File: config.mk
export PLATFORM = sky130hd
export DESIGN_NAME = hazard_fwd_unit
export DESIGN_NICKNAME = d
export VERILOG_FILES = /design/src/rtl/cpu_pkg.sv /design/src/rtl/fwd_prio_sel.sv /design/src/rtl/hazard_fwd_unit.sv
export SDC_FILE = /design/constraint.sdc
export NUM_CORES = 1
export LEC_CHECK = 0
export CAP_MARGIN = 20
export CORE_UTILIZATION = 41
export DETAILED_ROUTE_END_ITERATION = 16
export PLACE_DENSITY_LB_ADDON = 0.3
export SLEW_MARGIN = 10
export SYNTH_ARGS = -nofsm -noshare
export SYNTH_HDL_FRONTEND = slang
export SYNTH_HIERARCHICAL = 1
export SYNTH_SLANG_ARGS = --single-unit
File: constraint.sdc
create_clock -name clk -period 2.5 [get_ports clk]
set_input_delay 0.375 -clock clk [delete_from_list [all_inputs] [get_ports clk]]
set_output_delay 0.375 -clock clk [all_outputs]
set_load 0.02 [all_outputs]
File: src/rtl/cpu_pkg.sv
// Shared pipeline definitions: register address width, hazard FSM states and
// forwarding stage indices.
package cpu_pkg;

  localparam int DEF_REG_AW = 5;

  typedef enum logic {
    RUN      = 1'b0,
    LD_STALL = 1'b1
  } hz_state_e;

  // Stage indices as seen on stg_regwrite/stg_rd for the classic 2-stage case.
  localparam int STG_MEM_WB = 0;
  localparam int STG_EX_MEM = 1;

endpackage

File: src/rtl/fwd_prio_sel.sv
// Priority forwarding matcher for one source operand over NUM_STG stages;
// the youngest (highest index) matching stage wins.
module fwd_prio_sel
  import cpu_pkg::*;
#(
  parameter int REG_AW  = DEF_REG_AW,
  parameter int NUM_STG = 2
) (
  input  logic [REG_AW-1:0]         rs,
  input  logic [NUM_STG-1:0]        stg_regwrite,
  input  logic [NUM_STG*REG_AW-1:0] stg_rd,
  output logic [NUM_STG-1:0]        sel
);

  // NOTE: every always_comb output gets a default first so no path leaves it
  // unassigned, which would otherwise infer a latch.
  always_comb begin
    sel = '0;
    // Ascending scan: a later (younger) match overwrites an older one.
    for (int k = 0; k < NUM_STG; k++) begin
      if (stg_regwrite[k] && (stg_rd[k*REG_AW +: REG_AW] != '0) &&
          (stg_rd[k*REG_AW +: REG_AW] == rs)) begin
        sel    = '0;
        sel[k] = 1'b1;
      end
    end
  end

endmodule

File: src/rtl/hazard_fwd_unit.sv
// Operand forwarding, load-use stall FSM, memory-wait freeze and a saturating
// stall-cycle counter for the pipelined CPU.
module hazard_fwd_unit
  import cpu_pkg::*;
#(
  parameter int REG_AW   = DEF_REG_AW,
  parameter int NUM_SRC  = 2,
  parameter int NUM_STG  = 2,
  parameter int LOAD_LAT = 1,
  parameter int CNT_W    = 16
) (
  input  logic                        clk,
  input  logic                        rst,
  input  logic [NUM_SRC*REG_AW-1:0]   ex_rs,
  input  logic [NUM_STG-1:0]          stg_regwrite,
  input  logic [NUM_STG*REG_AW-1:0]   stg_rd,
  input  logic [NUM_SRC*REG_AW-1:0]   id_rs,
  input  logic [NUM_SRC-1:0]          id_rs_used,
  input  logic                        ex_memread,
  input  logic [REG_AW-1:0]           ex_rd,
  input  logic                        mem_req,
  input  logic                        mem_ack,
  input  logic                        flush,
  output logic [NUM_SRC*NUM_STG-1:0]  fwd_sel,
  output logic                        stall_id,
  output logic                        freeze,
  output logic [CNT_W-1:0]            stall_cnt
);

  localparam int                CNT_AW     = $clog2(LOAD_LAT + 1);
  localparam logic [CNT_AW-1:0] CNT_RELOAD = CNT_AW'(LOAD_LAT - 1);
  localparam logic [CNT_AW-1:0] CNT_LAST   = CNT_AW'(1);

  hz_state_e                  state_q, state_d;
  logic [CNT_AW-1:0]          cnt_q, cnt_d;
  logic [NUM_SRC*NUM_STG-1:0] fwd_raw;
  logic                       hazard;
  logic                       freeze_raw;
  logic                       stall_raw;

  for (genvar j = 0; j < NUM_SRC; j++) begin : g_src
    fwd_prio_sel #(
      .REG_AW  (REG_AW),
      .NUM_STG (NUM_STG)
    ) u_sel (
      .rs           (ex_rs[j*REG_AW +: REG_AW]),
      .stg_regwrite (stg_regwrite),
      .stg_rd       (stg_rd),
      .sel          (fwd_raw[j*NUM_STG +: NUM_STG])
    );
  end

  // A load into x0 never creates a dependency.
  always_comb begin
    hazard = 1'b0;
    if (ex_memread && (ex_rd != '0)) begin
      for (int j = 0; j < NUM_SRC; j++) begin
        if (id_rs_used[j] && (id_rs[j*REG_AW +: REG_AW] == ex_rd)) hazard = 1'b1;
      end
    end
  end

  assign freeze_raw = mem_req & ~mem_ack;

  always_comb begin
    state_d   = state_q;
    cnt_d     = cnt_q;
    stall_raw = 1'b0;
    case (state_q)
      RUN: begin
        stall_raw = hazard;
        if (hazard && (LOAD_LAT > 1)) begin
          state_d = LD_STALL;
          cnt_d   = CNT_RELOAD;
        end
      end
      LD_STALL: begin
        stall_raw = 1'b1;
        cnt_d     = cnt_q - 1'b1;
        if (cnt_q == CNT_LAST) state_d = RUN;
      end
    endcase
    // Memory wait suspends the bubble sequence; flush overrides everything.
    if (freeze_raw) begin
      state_d   = state_q;
      cnt_d     = cnt_q;
      stall_raw = 1'b0;
    end
    if (flush) begin
      state_d = RUN;
      cnt_d   = '0;
    end
  end

  // NOTE: sequential state uses non-blocking assignments so every register
  // samples the pre-edge values, independent of block evaluation order.
  always_ff @(posedge clk or posedge rst) begin
    if (rst) begin
      state_q <= RUN;
      cnt_q   <= '0;
    end else begin
      state_q <= state_d;
      cnt_q   <= cnt_d;
    end
  end

  always_ff @(posedge clk or posedge rst) begin
    if (rst) begin
      stall_cnt <= '0;
    end else if ((stall_raw || freeze_raw) && (stall_cnt != '1)) begin
      stall_cnt <= stall_cnt + 1'b1;
    end
  end

  assign stall_id = stall_raw & ~rst;
  assign freeze   = freeze_raw & ~rst;
  assign fwd_sel  = rst ? '0 : fwd_raw;

endmodule

==> qor.txt <==
period utilisation layout: 96.9%
Hold Buf Count CTS: 0
largest net degree at the start of global routing: 19
clock transition time at the flip-flop clock pins of the worst setup and hold paths: 110 ps
arrival time worst endpoint: 2050 ps
fraction of synthesis flops using an asynchronous set or reset pin: 100%
CP cell instances: clkdlybuf4s50_1, nor4_2, nor3_1, a21oi_1, nor3_2, nor2b_1, dlygate4sd2_1
worst path bufs/invs: 2
shortest clock period the worst path allows after layout: 2420 ps
number of levels in the clock H-tree: 1
power density over cell area: 439 mW/mm2
Global Route Usage Sum: 22.8%
element type at the critical path start: input port
number of rows created at floorplan: 20
P&R area growth vs syn: 61.2%
Largest stage delay, worst path: 500 ps
via density per instance: 5.14
TritonCTS clock tree: done
Power, Total: 981 uW
detailed-router iteration count before antenna repair: 4
via count of the routed design: 1,430
FF+latch count, synth: 18
critical-path maximum fanout: 3
area of combinational cells with multiple inputs: 930 um2
dominant cells by area after synthesis: sky130_fd_sc_hd__dfrtp_1, sky130_fd_sc_hd__xnor2_1, sky130_fd_sc_hd__xor2_1
DP HPWL: 3.22 mm
setup violation total in the final timing report: 0
Rel. slew slack: 73.1%
number of nets in the final layout: 281
Worst setup EP type: output port
core outline area: 0.00313 mm2
register cell area after layout: 450 um2
Primary FF master, synth: sky130_fd_sc_hd__dfrtp_1
slowest library cell on the worst path: sky130_fd_sc_hd__clkdlybuf4s50_1
top-area cell type share of the netlist area: 32.5%
number of sinks on the clock net: 18
number of standard cells after synthesis: 152
actual transition at the worst max-transition pin: 403 ps
maximum clock path buffer count: 2
worst-skew pair later-pin latency: 290 ps
required time reported for the critical path endpoint: 2120 ps
timing-limited maximum frequency: 413 MHz
count of buffers from port buffering: 66
filler cell count in the final layout: 250
kind of cell adding the most delay to the critical path: buffers and inverters
Sum Neg Setup Slack: 0 ps
part of the Yosys area used for sequential elements: 32.5%
final core area utilization: 71.4%
max-capacitance violation count: 0
width of the die: 60.1 um
total length of routed wires: 3.95 mm
Fin. Hold Viols: 0
Yosys warning count: 6
Synth area leader: sky130_fd_sc_hd__dfrtp_1
per-cell routed wire length: 14.2 um
number of antenna violations at the first check in global routing: 0
number of synthesized flops with an enable pin: 0
post-synthesis net count: 198
final max-slew violation count: 0
Avg Cell Area, Syn: 9.11 um2
maximum clock skew at final layout: 0.787 ps
number of post-CTS setup repair buffers: 0
first-pass GRT wire length: 6.22 mm
Hold Crit Class: reg2reg
total CTS buffers: 3
DRT antenna net count: 0
number of global-route vias before repair: 1,482
die height: 60.1 um
routability-driven placement congestion ratio: 0.809
total congestion overflow after global routing: 0
result of the run: finished clean
Initial Util: 44.3%
root buffer cell: sky130_fd_sc_hd__clkbuf_4
fraction of final layout cells with drive strength greater than 1: 14.1%
Post-Syn Area: 0.00139 mm2
largest voltage drop on the vdd net: 0.000426 V
DRT iter0 DRCs: 45
drc violations: 0
Top-Level Pins: 67
Leakage: 0.000921 uW
class of the most critical setup path: in2out
diode insertion count for antenna repair: 0
library cells used by synthesis: 36
die area: 0.00361 mm2
==> through the flow <==
step	area (um2)	cells	hold slack, ps	setup WS, ps
floorplan	1390	152	319	404
global placement	2190	274	459	-208
detailed placement	2190	274	479	-257
CTS	2220	278	498	5.94
global route	2230	278	530	-2.72
finish	2230	278	489	76.5
==> worst reg2reg max path, cell delays in order (launching register included) <==
cell	delay, ps
sky130_fd_sc_hd__dfrtp_1	430
sky130_fd_sc_hd__ha_1	220
sky130_fd_sc_hd__nand2_2	110
sky130_fd_sc_hd__or4_4	580
sky130_fd_sc_hd__a2bb2oi_1	190
sky130_fd_sc_hd__nand2_4	150
sky130_fd_sc_hd__mux2_1	330
==> where the power goes <==
group | internal [uW] | leakage (uW) | total, uW | switching [uW]
combinational | 220 | 0.000673 | 409 | 189
sequential | 330 | 0.000227 | 389 | 59.1
clock | 88.7 | 0.0000210 | 183 | 94.1
total | 639 | 0.000921 | 981 | 342
==> worst paths after layout <==
path | start | endpoint | slack (ps) | cells past startpoint
hold / removal | cnt_q | state_q | 490 | 1
setup / recovery | ex_rs[5] | fwd_sel[2] | 80 | 7
min in group asynchronous | rst | cnt_q | 560 | 3
hold reg to reg | cnt_q | state_q | 490 | 1
setup reg to reg | stall_cnt[0] | stall_cnt[1] | 400 | 6
max in group asynchronous | rst | stall_cnt[14] | 1740 | 3
==> flip-flops by register name (all words and copies together), names as in the netlist <==
register   flops
cnt_q          1
stall_cnt     16
state_q        1
==> kinds of logic (layout without fill, tap and decap cells) <==
| family | after synthesis | count (layout) | synth area share, % |
|---|---|---|---|
| buf+inv | 4 | 86 | 1.08 |
| flops | 18 | 18 | 32.5 |
| mux | 3 | 3 | 2.35 |
| fa+ha+maj | 1 | 1 | 0.903 |
| compound gates | 14 | 14 | 8.76 |
| xor+xnor | 40 | 40 | 25.3 |
| simple gates | 72 | 72 | 29.1 |
==> cells in the final DEF, fill, tap and decap left out, types with 2 or more instances in the layout <==
cell type                         instances
sky130_fd_sc_hd__nor2_1                  12
sky130_fd_sc_hd__mux2_1                   2
sky130_fd_sc_hd__nand2_1                 11
sky130_fd_sc_hd__or2_2                    2
sky130_fd_sc_hd__nand4_1                  7
sky130_fd_sc_hd__nand3_1                 10
sky130_fd_sc_hd__inv_1                    4
sky130_fd_sc_hd__buf_4                   12
sky130_fd_sc_hd__clkdlybuf4s50_1         59
sky130_fd_sc_hd__o41ai_2                  2
sky130_fd_sc_hd__xnor2_1                 28
sky130_fd_sc_hd__dlymetal6s2s_1           2
sky130_fd_sc_hd__nor2b_1                  5
sky130_fd_sc_hd__dfrtp_1                 18
sky130_fd_sc_hd__xor2_1                  12
sky130_fd_sc_hd__clkbuf_4                 3
sky130_fd_sc_hd__dlygate4sd2_1            4
sky130_fd_sc_hd__a21oi_1                  2
sky130_fd_sc_hd__nor4_1                   3
sky130_fd_sc_hd__nor3_1                   8
sky130_fd_sc_hd__nor3_2                   2
sky130_fd_sc_hd__a211oi_2                 2
sky130_fd_sc_hd__o21ai_1                  2
==> timing repair <==
action / 4_1_cts / 5_1_grt
pin swaps: 0 / 1
setup endpoints to repair: 5 / 5
gates resized for setup: 6 / 5
hold endpoints to repair: 0 / 0
==> metal layers <==
layer  vias up  global-route usage (%)  routed length (um)
li1        709                       -                   -
met3         6                    5.63                 215
met1       660                    24.2                1530
met2        55                    43.0                2150
met5         -                       0                   0
met4         0                    7.31                  61
==> Yosys cell counts (all sizes together), types with 2 or more instances <==
cell type	count
a211oi	3
a21oi	2
dfrtp	18
inv	4
mux2	2
nand2	13
nand3	10
nand4	8
nor2	12
nor2b	6
nor3	10
nor4	4
o21ai	4
o41ai	2
or2	2
or4	2
xnor2	28
xor2	12
==> area by class of cell <==
cell class              instances  area share, %
well taps                      44           2.47
multi-input cells             130           41.6
repair buffers                 78           33.4
flip-flops and latches         18           20.2
inverters                       4          0.673
clock buffers                   4           1.63
No activity file was read; power rests on OpenSTA's default activity.
